===== src/rtl/mem_stage_pkg.sv =====
// ---------------------------------------------------------------------------
// mem_stage_pkg
// Shared types and constants for the memory-access stage SRAM controller.
//   DATA_W             : data path width (32-bit ARM-subset words)
//   DATA_BASE_DEFAULT  : default byte address of data-memory word 0
//   ADDR_W_DEFAULT     : default SRAM word-address width
//   mem_state_t        : controller state (IDLE / ACCESS / DONE)
// ---------------------------------------------------------------------------
package mem_stage_pkg;

  localparam int unsigned DATA_W            = 32;
  localparam int unsigned DATA_BASE_DEFAULT = 1024;
  localparam int unsigned ADDR_W_DEFAULT    = 16;

  typedef enum logic [1:0] {
    IDLE   = 2'd0,
    ACCESS = 2'd1,
    DONE   = 2'd2
  } mem_state_t;

endpackage


===== src/rtl/mem_last_read_buf.sv =====
// ---------------------------------------------------------------------------
// mem_last_read_buf
// One-entry last-read buffer: remembers {valid, word address, data} of the
// most recent completed SRAM read so a repeated load can skip the handshake.
// Only instantiated when MEM_LASTREAD_EN is defined.
// Ports:
//   clk, rst        : clock, asynchronous active-high reset (clears valid)
//   i_fill          : capture i_fill_addr / i_fill_data, set valid
//   i_fill_addr     : word address of the completed read
//   i_fill_data     : data returned by the completed read
//   i_inval         : clear valid (a store is being issued)
//   i_lookup_addr   : word address of the load being considered
//   o_hit           : entry valid and tag equals i_lookup_addr
//   o_data          : buffered data
// ---------------------------------------------------------------------------
module mem_last_read_buf
  import mem_stage_pkg::*;
#(
  parameter int unsigned ADDR_W = ADDR_W_DEFAULT
) (
  input  logic              clk,
  input  logic              rst,
  input  logic              i_fill,
  input  logic [ADDR_W-1:0] i_fill_addr,
  input  logic [DATA_W-1:0] i_fill_data,
  input  logic              i_inval,
  input  logic [ADDR_W-1:0] i_lookup_addr,
  output logic              o_hit,
  output logic [DATA_W-1:0] o_data
);

  logic              r_valid;
  logic [ADDR_W-1:0] r_tag;
  logic [DATA_W-1:0] r_data;

  always_ff @(posedge clk or posedge rst) begin
    if (rst) begin
      r_valid <= 1'b0;
      r_tag   <= '0;
      r_data  <= '0;
    end else begin
      // A store and a read completion never occur in the same cycle, but
      // invalidation wins so a stale word can never be served.
      if (i_inval) begin
        r_valid <= 1'b0;
      end else if (i_fill) begin
        r_valid <= 1'b1;
        r_tag   <= i_fill_addr;
        r_data  <= i_fill_data;
      end
    end
  end

  assign o_hit  = r_valid && (r_tag == i_lookup_addr);
  assign o_data = r_data;

endmodule


===== src/rtl/mem_stage_sram_ctrl.sv =====
// ---------------------------------------------------------------------------
// mem_stage_sram_ctrl
// Memory-access stage of the 5-stage pipeline. Converts load/store requests
// from the EXE/MEM register into a req/ack handshake with a multi-cycle data
// SRAM and freezes the pipeline while an access is in flight.
// Optional feature macro: MEM_LASTREAD_EN (one-entry last-read buffer that
// lets a repeated load complete without an SRAM access).
// Ports:
//   clk, rst        : clock, asynchronous active-high reset
//   MEM_R_en        : load request
//   MEM_W_en        : store request (a load wins if both are set)
//   ALU_result      : byte address
//   Val_Rm          : store data
//   MEM_read_value  : load data to MEM/WB, held until the next load completes
//   freeze          : combinational pipeline stall
//   mem_req/mem_we  : SRAM request / write strobe (held until mem_ack)
//   mem_addr        : SRAM word address, (ALU_result - DATA_BASE) >> 2
//   mem_wdata       : SRAM write data
//   mem_rdata       : SRAM read data (valid with mem_ack)
//   mem_ack         : SRAM completion pulse
// ---------------------------------------------------------------------------
module mem_stage_sram_ctrl
  import mem_stage_pkg::*;
#(
  parameter int unsigned DATA_BASE = DATA_BASE_DEFAULT,
  parameter int unsigned ADDR_W    = ADDR_W_DEFAULT
) (
  input  logic              clk,
  input  logic              rst,
  input  logic              MEM_R_en,
  input  logic              MEM_W_en,
  input  logic [DATA_W-1:0] ALU_result,
  input  logic [DATA_W-1:0] Val_Rm,
  output logic [DATA_W-1:0] MEM_read_value,
  output logic              freeze,
  output logic              mem_req,
  output logic              mem_we,
  output logic [ADDR_W-1:0] mem_addr,
  output logic [DATA_W-1:0] mem_wdata,
  input  logic [DATA_W-1:0] mem_rdata,
  input  logic              mem_ack
);

  mem_state_t        r_state, w_state_next;
  logic              r_mem_req, w_mem_req_next;
  logic              r_mem_we, w_mem_we_next;
  logic [ADDR_W-1:0] r_mem_addr, w_mem_addr_next;
  logic [DATA_W-1:0] r_mem_wdata, w_mem_wdata_next;
  logic [DATA_W-1:0] r_read_value, w_read_value_next;
  logic              w_freeze;
  logic [ADDR_W-1:0] w_word_addr;
  logic              w_hit;
  logic [DATA_W-1:0] w_hit_data;

  // Out-of-range addresses simply wrap; the cast keeps the low ADDR_W bits
  // of the word index.
  assign w_word_addr = ADDR_W'((ALU_result - DATA_W'(DATA_BASE)) >> 2);

`ifdef MEM_LASTREAD_EN
  logic w_fill;
  logic w_inval;

  mem_last_read_buf #(
    .ADDR_W(ADDR_W)
  ) u_last_read_buf (
    .clk          (clk),
    .rst          (rst),
    .i_fill       (w_fill),
    .i_fill_addr  (r_mem_addr),
    .i_fill_data  (mem_rdata),
    .i_inval      (w_inval),
    .i_lookup_addr(w_word_addr),
    .o_hit        (w_hit),
    .o_data       (w_hit_data)
  );
`else
  assign w_hit      = 1'b0;
  assign w_hit_data = '0;
`endif

  always_ff @(posedge clk or posedge rst) begin
    if (rst) begin
      r_state      <= IDLE;
      r_mem_req    <= 1'b0;
      r_mem_we     <= 1'b0;
      r_mem_addr   <= '0;
      r_mem_wdata  <= '0;
      r_read_value <= '0;
    end else begin
      r_state      <= w_state_next;
      r_mem_req    <= w_mem_req_next;
      r_mem_we     <= w_mem_we_next;
      r_mem_addr   <= w_mem_addr_next;
      r_mem_wdata  <= w_mem_wdata_next;
      r_read_value <= w_read_value_next;
    end
  end

  always_comb begin
    w_state_next      = r_state;
    w_mem_req_next    = r_mem_req;
    w_mem_we_next     = r_mem_we;
    w_mem_addr_next   = r_mem_addr;
    w_mem_wdata_next  = r_mem_wdata;
    w_read_value_next = r_read_value;
    w_freeze          = 1'b0;
`ifdef MEM_LASTREAD_EN
    w_fill            = 1'b0;
    w_inval           = 1'b0;
`endif

    unique case (r_state)
      IDLE: begin
        if (MEM_R_en || MEM_W_en) begin
          w_freeze = 1'b1;
          if (MEM_R_en && w_hit) begin
            // Buffered load: skip the SRAM and finish next cycle.
            w_state_next      = DONE;
            w_read_value_next = w_hit_data;
          end else begin
            w_state_next     = ACCESS;
            w_mem_req_next   = 1'b1;
            w_mem_we_next    = MEM_W_en & ~MEM_R_en;
            w_mem_addr_next  = w_word_addr;
            w_mem_wdata_next = Val_Rm;
`ifdef MEM_LASTREAD_EN
            w_inval          = MEM_W_en & ~MEM_R_en;
`endif
          end
        end
      end
      ACCESS: begin
        w_freeze = 1'b1;
        if (mem_ack) begin
          w_state_next   = DONE;
          w_mem_req_next = 1'b0;
          w_mem_we_next  = 1'b0;
          if (!r_mem_we) begin
            w_read_value_next = mem_rdata;
`ifdef MEM_LASTREAD_EN
            w_fill            = 1'b1;
`endif
          end
        end
      end
      DONE: begin
        // Pipeline advances this cycle; the next request is seen in IDLE.
        w_state_next = IDLE;
      end
      default: begin
        w_state_next = IDLE;
      end
    endcase
  end

  assign freeze         = w_freeze;
  assign mem_req        = r_mem_req;
  assign mem_we         = r_mem_we;
  assign mem_addr       = r_mem_addr;
  assign mem_wdata      = r_mem_wdata;
  assign MEM_read_value = r_read_value;

endmodule


===== config.mk =====
export PLATFORM = sky130hd
export DESIGN_NAME = mem_stage_sram_ctrl
export DESIGN_NICKNAME = d
export VERILOG_FILES = /design/src/rtl/mem_stage_pkg.sv /design/src/rtl/mem_last_read_buf.sv /design/src/rtl/mem_stage_sram_ctrl.sv
export SDC_FILE = /design/constraint.sdc
export NUM_CORES = 1
export LEC_CHECK = 0
export CAP_MARGIN = 20
export CORE_ASPECT_RATIO = 0.7
export CORE_MARGIN = 2
export CORE_UTILIZATION = 41
export CTS_CLUSTER_DIAMETER = 200
export CTS_CLUSTER_SIZE = 40
export DETAILED_ROUTE_END_ITERATION = 8
export GPL_ROUTABILITY_DRIVEN = 0
export PLACE_DENSITY = 0.83
export SLEW_MARGIN = 20
export SYNTH_ARGS = -nofsm -noshare
export SYNTH_HDL_FRONTEND = slang
export SYNTH_HIERARCHICAL = 1
export SYNTH_SLANG_ARGS = --single-unit

===== constraint.sdc =====
create_clock -name clk -period 4.48 [get_ports clk]
set_input_delay 1.12 -clock clk [delete_from_list [all_inputs] [get_ports clk]]
set_output_delay 1.12 -clock clk [all_outputs]
set_load 0.01 [all_outputs]

==> flow_metrics.py, run 1 <==
metrics = {
    "status": {
        "status": "completed",
    },
    "grt": {
        "overflow": 0,
        "met3_usage_pct": 10.0,
        "met2_usage_pct": 30.7,
        "grt_pass1_vias": 2483,
        "grt_pass1_wl_microns": 12500,
        "grt_antenna_before_repair": 0,
        "gr-max-usage-layer": "met2",
        "use_met1_pct": 20.6,
        "grt.total_usage_pct": 18.2,
        "grt_max_degree": 54,
    },
    "setup_path": {
        "reg2regPathDepth": 4,
        "cp-end-kind": "primary output",
        "critPathKind": "in2out",
        "critPathLaunchType": "input pin",
        "r2r_setup_slack_ns": 2.36,
        "r2r-start": "r_state[0]",
        "crit_arrival_ns": 2.37,
        "worstPathRequired_ns": 3.36,
        "regToRegEndpoint": "mem_addr[2]",
        "worstPathMaxFanout": 3,
    },
    "final_layout": {
        "layout.nets": 488,
        "fillCellCount": 567,
        "area_delta_synth_final_pct": 63.5,
        "diodes": 0,
        "drive_above_1_share_pct": 24.0,
    },
    "floorplanning": {
        "ios": 184,
        "die_h_microns": 78.8,
        "dieArea_sq_mm": 0.00873,
        "start_util_pct": 41.9,
        "fp.coreArea_sq_mm": 0.00780,
        "rows": 27,
        "die_x_microns": 111,
    },
    "sta": {
        "setup_viol": 0,
        "fin_crit_ns": 3.49,
        "whs_ns": 0.489,
        "skew_ns": 0.00481,
        "hold_viol": 0,
        "finalMaxSlewViolations": 0,
        "fmax_mhz": 287,
        "tightestPinTransition_ns": 0.883,
        "slew_headroom_pct": 41.1,
        "fin_crit_sh_pct": 77.8,
        "rsz0062_at_grt": "false",
        "tns_ns": 0,
    },
    "power": {
        "swShare_pct": 28.7,
        "p_clk_share_pct": 20.3,
        "p_per_area_mw_per_mm2": 680,
        "p_sw_uw": 1040,
        "p_seq_share_pct": 36.5,
        "ir_drop_mv": 0.400,
        "p_int_uw": 2590,
        "combPwrFrac_pct": 43.3,
        "leakagePower_uw": 0.00218,
    },
    "routing": {
        "routedWlPerCell_microns": 15.7,
        "vias": 2341,
        "dr.first_iter.drc_count": 51,
        "antenna_left": 0,
        "drt-pass1-iter-count": 4,
        "vias_per_cell": 4.76,
        "drc": 0,
        "drt_wl_total_microns": 7740,
    },
    "yosys": {
        "synth.distinct_cells": 25,
        "ys.warnings.count": 6,
        "synthCells": 215,
        "syn_nets": 317,
        "syn-mean-instance-area_sq_um": 15.2,
        "syn_area_sq_mm": 0.00327,
        "yosys_register_bits": 84,
        "ys_seq_area_share_pct": 64.2,
    },
    "hold_path": {
        "hold_depth": 1,
        "hold_class": "reg2reg",
        "worstHoldStart": "mem_req",
        "worstHoldEndpoint": "mem_req",
    },
    "placement": {
        "hpwl_microns": 5760,
        "port_buffers": 167,
    },
    "clock_network": {
        "clk_pin_slew_worst_paths_ns": 0.06,
        "cts_setup_buffers": 0,
        "cts_resized": 0,
        "numCtsBuffers": 9,
        "cts_hold_buf": 0,
        "clockRootBuffer": "clkbuf_16",
        "htree_levels": 3,
        "cts_buffer_depth": 2,
        "cts_sinks": 84,
        "clk_latency_ns": 0.32,
        "tritoncts": "done",
    },
    "run": {
        "drv_cap": 0,
    },
}
## cells in the mapped netlist, drive strengths merged
cell / instances / share of area (%)
buf: 8 / 1.6
mux2: 73 / 25
or3: 4 / 0.76
mux2i: 1 / 0.31
nand3b: 1 / 0.23
nor3: 1 / 0.15
dfrtp: 84 / 64
xnor2: 2 / 0.54
nand2: 1 / 0.11
clkbuf: 2 / 0.31
o21ai: 4 / 0.61
a21oi: 9 / 1.4
or2: 1 / 0.19
and2: 2 / 0.38
a31oi: 4 / 0.76
nor3b: 1 / 0.23
ha: 1 / 0.38
nor2b: 1 / 0.19
inv: 7 / 0.80
nor2: 3 / 0.34
o31ai: 2 / 0.46
or4: 2 / 0.46
a21o: 1 / 0.23
## flip-flops by register name, indices dropped and copies added, names as in the netlist
name	count
mem_req	1
mem_addr	16
r_state	2
mem_we	1
mem_wdata	32
MEM_read_value	32
## through the flow
stage | setup slack (ns) | area (sq um) | power [uW] | utilization [%] | cells
detailed placement | 0.992 | 5050 | 2930 | 64.7 | 476
CTS | 0.993 | 5350 | 3690 | 68.6 | 492
global placement | 1.02 | 5050 | 2880 | 64.7 | 476
global route | 0.931 | 5350 | 3850 | 68.6 | 492
floorplan | 1.19 | 3270 | 1990 | - | 215
finish | 0.995 | 5350 | 3640 | 68.6 | 492
## final cells by class
class,count,area [sq um],area share (%)
flip-flops and latches,84,2100,39.3
repair buffers,170,1710,31.9
multi-input cells,114,1090,20.3
clock buffers,11,243,4.54
well taps,101,126,2.36
clock inverters,5,58.8,1.10
inverters,7,27.5,0.514
## metal layers
layer | part of all wire (%) | up-vias
met1 | 41 | 1109
met4 | 0.94 | 0
met5 | 0 | -
li1 | - | 1099
met2 | 46 | 122
met3 | 11 | 11
## worst max-delay path, cell delays in order
cell and delay, ns:
clkdlybuf4s50_1 0.50, nor3_1 0.07, nor2_1 0.12, clkdlybuf4s50_1 0.55
## power groups by stage
| stage | sequential (uW) | clock (uW) | combinational (uW) |
|---|---|---|---|
| after global routing | 1380 | 802 | 1670 |
| after global placement | 1320 | 0 | 1560 |
| after detailed placement | 1340 | 0 | 1590 |
| final | 1330 | 737 | 1570 |
| after CTS | 1330 | 756 | 1600 |
| after floorplan | 1510 | 0 | 480 |
## how the worst max path moves through the flow
| stage | startpoint | end | slack [ns] | cells after the start |
|---|---|---|---|---|
| global placement | MEM_R_en | freeze | 1.02 | 4 |
| finish | MEM_R_en | freeze | 0.99 | 4 |
| detailed placement | MEM_R_en | freeze | 0.99 | 4 |
| global route | MEM_R_en | freeze | 0.93 | 4 |
| CTS | MEM_R_en | freeze | 0.99 | 4 |
| floorplan | rst | MEM_read_value[0] | 1.19 | 1 |
## layout by cell type (no fill, tap or decap), types with 4 or more instances in the layout
master,n
clkdlybuf4s50_1,167
a21oi_1,9
a31oi_1,4
clkbuf_16,9
mux2_2,71
or3_1,4
o21ai_0,4
inv_1,6
dfrtp_1,84
## cells by family (layout without fill, tap and decap cells)
family / count (synthesis) / in the layout / synth area share, %
adders and majority gates: 1 / 1 / 0.382
xor gates and xnor gates: 2 / 2 / 0.535
muxes: 74 / 74 / 25.6
DFF: 84 / 84 / 64.2
and+or+nand+nor: 17 / 17 / 3.06
buffers and inverters: 17 / 193 / 2.71
AOI/OAI and AO/OA: 20 / 20 / 3.44
(Power assumes the default switching activity.)
==> run 2: changes to the inputs <==
--- a/config.mk
+++ b/config.mk
@@ -8,12 +8,12 @@
 export CAP_MARGIN = 20
 export CORE_ASPECT_RATIO = 0.7
 export CORE_MARGIN = 2
-export CORE_UTILIZATION = 41
+export CORE_UTILIZATION = 35
 export CTS_CLUSTER_DIAMETER = 200
 export CTS_CLUSTER_SIZE = 40
 export DETAILED_ROUTE_END_ITERATION = 8
 export GPL_ROUTABILITY_DRIVEN = 0
-export PLACE_DENSITY = 0.83
+export PLACE_DENSITY = 0.75
 export SLEW_MARGIN = 20
 export SYNTH_ARGS = -nofsm -noshare
 export SYNTH_HDL_FRONTEND = slang
==> constraint.sdc (replaced) <==
create_clock -name clk -period 3 [get_ports clk]
set_input_delay 0.75 -clock clk [delete_from_list [all_inputs] [get_ports clk]]
set_output_delay 0.75 -clock clk [all_outputs]
set_load 0.01 [all_outputs]
==> run 2 against run 1 <==
Net effect:
- sequential share of layout area down 0.71 points
- non-clock buffer count up 1
- total power rose by 54%
- largest cell class unchanged
==> flow_metrics.py, run 2 (same netlist as run 1, synthesis figures left out) <==
metrics = {
    "status": {
        "status": "completed",
    },
    "floorplanning": {
        "die_h_microns": 84.9,
        "start_util_pct": 36.1,
        "fp.coreArea_sq_mm": 0.00907,
        "ios": 184,
        "die_x_microns": 120,
        "rows": 29,
        "dieArea_sq_mm": 0.0102,
    },
    "clock_network": {
        "cts_sinks": 84,
        "tritoncts": "done",
        "htree_levels": 3,
        "cts_resized": 0,
        "cts_setup_buffers": 0,
        "clk_latency_ns": 0.33,
        "cts_hold_buf": 0,
        "cts_buffer_depth": 2,
        "clk_pin_slew_worst_paths_ns": 0.06,
        "numCtsBuffers": 9,
        "clockRootBuffer": "clkbuf_16",
    },
    "routing": {
        "routedWlPerCell_microns": 15.1,
        "dr.first_iter.drc_count": 115,
        "vias_per_cell": 4.59,
        "drt_wl_total_microns": 7790,
        "antenna_left": 0,
        "vias": 2362,
        "drt-pass1-iter-count": 4,
        "drc": 0,
    },
    "sta": {
        "fmax_mhz": 366,
        "finalMaxSlewViolations": 0,
        "tightestPinTransition_ns": 0.510,
        "hold_viol": 0,
        "fin_crit_sh_pct": 91.1,
        "skew_ns": 0.00388,
        "whs_ns": 0.484,
        "setup_viol": 0,
        "fin_crit_ns": 2.73,
        "slew_headroom_pct": 65.9,
        "tns_ns": 0,
        "rsz0062_at_grt": "false",
    },
    "grt": {
        "grt_antenna_before_repair": 0,
        "grt_max_degree": 85,
        "grt_pass1_vias": 2571,
        "grt.total_usage_pct": 16.3,
        "overflow": 0,
        "grt_pass1_wl_microns": 12900,
    },
    "power": {
        "leakagePower_uw": 0.00222,
        "ir_drop_mv": 0.577,
        "p_per_area_mw_per_mm2": 1030,
    },
    "placement": {
        "place_area_sq_mm": 0.00511,
        "port_buffers": 167,
        "hpwl_microns": 5770,
    },
    "final_layout": {
        "postLayoutCellArea_sq_mm": 0.00545,
        "multi_input_area_sq_mm": 0.00109,
        "layout.nets": 489,
        "drive_above_1_share_pct": 24.3,
        "seqCellArea_sq_mm": 0.00210,
        "final_core_util_pct": 60.1,
        "fillCellCount": 724,
        "area_delta_synth_final_pct": 66.5,
        "diodes": 0,
        "layout_commonest_cell": "clkdlybuf4s50_1",
        "final_cell_mix": "clkdlybuf4s50_1, dfrtp_1, mux2_2, a21oi_1, clkbuf_16",
    },
    "run": {
        "drv_cap": 0,
    },
    "setup_path": {
        "worstPathRequired_ns": 2.25,
        "critPathLaunchType": "input pin",
        "worstPathMaxFanout": 3,
        "cp-end-kind": "primary output",
        "critPathKind": "in2out",
        "crit_arrival_ns": 1.98,
    },
    "hold_path": {
        "hold_class": "reg2reg",
    },
}
-- run 2: final cells by class --
type	count	area share, %
Clock buffer	10	4.39
Clock inverter	5	1.84
Inverter	7	0.505
Multi-Input combinational cell	114	19.9
Sequential cell	84	38.6
Tap cell	124	2.85
Timing Repair Buffer	171	31.9
-- run 2: final timing paths --
kind,startpoint,to,slack (ns),cells after the start
setup reg to reg,r_state[0],mem_wdata[10],1.12,4
min in group asynchronous,rst,mem_wdata[6],0.82,3
hold reg to reg,mem_req,mem_req,0.48,1
max in group asynchronous,rst,mem_addr[11],1.81,3
hold / removal,mem_req,mem_req,0.48,1
setup / recovery,MEM_R_en,freeze,0.27,4
-- run 2: worst max-delay path: stages --
cell,delay (ns)
clkdlybuf4s50_1,0.49
nor3_1,0.06
nor2_1,0.13
clkdlybuf4s50_1,0.55
-- run 2: layer usage --
metal	GRT usage [%]	vias up	wire length, microns
met4	4.81	0	84
li1	-	1102	-
met5	0	-	0
met2	25.4	122	3410
met3	7.80	8	879
met1	20.2	1130	3420
-- run 2: metrics by stage --
step           setup WS (ns)  instances  power, uW
3_3_place_gp           0.262        500       4340
5_1_grt                0.200        515       5920
2_1_floorplan         0.0849        215       2970
6_report               0.266        515       5600
3_5_place_dp           0.258        500       4410
4_1_cts                0.252        515       5680
-- run 2: power by group --
part           internal (uW)  switching [uW]  total, uW  leakage, uW
Combinational           1530             852       2380      0.00107
Sequential              1690             283       1980     0.000980
Clock                    828             413       1240     0.000168
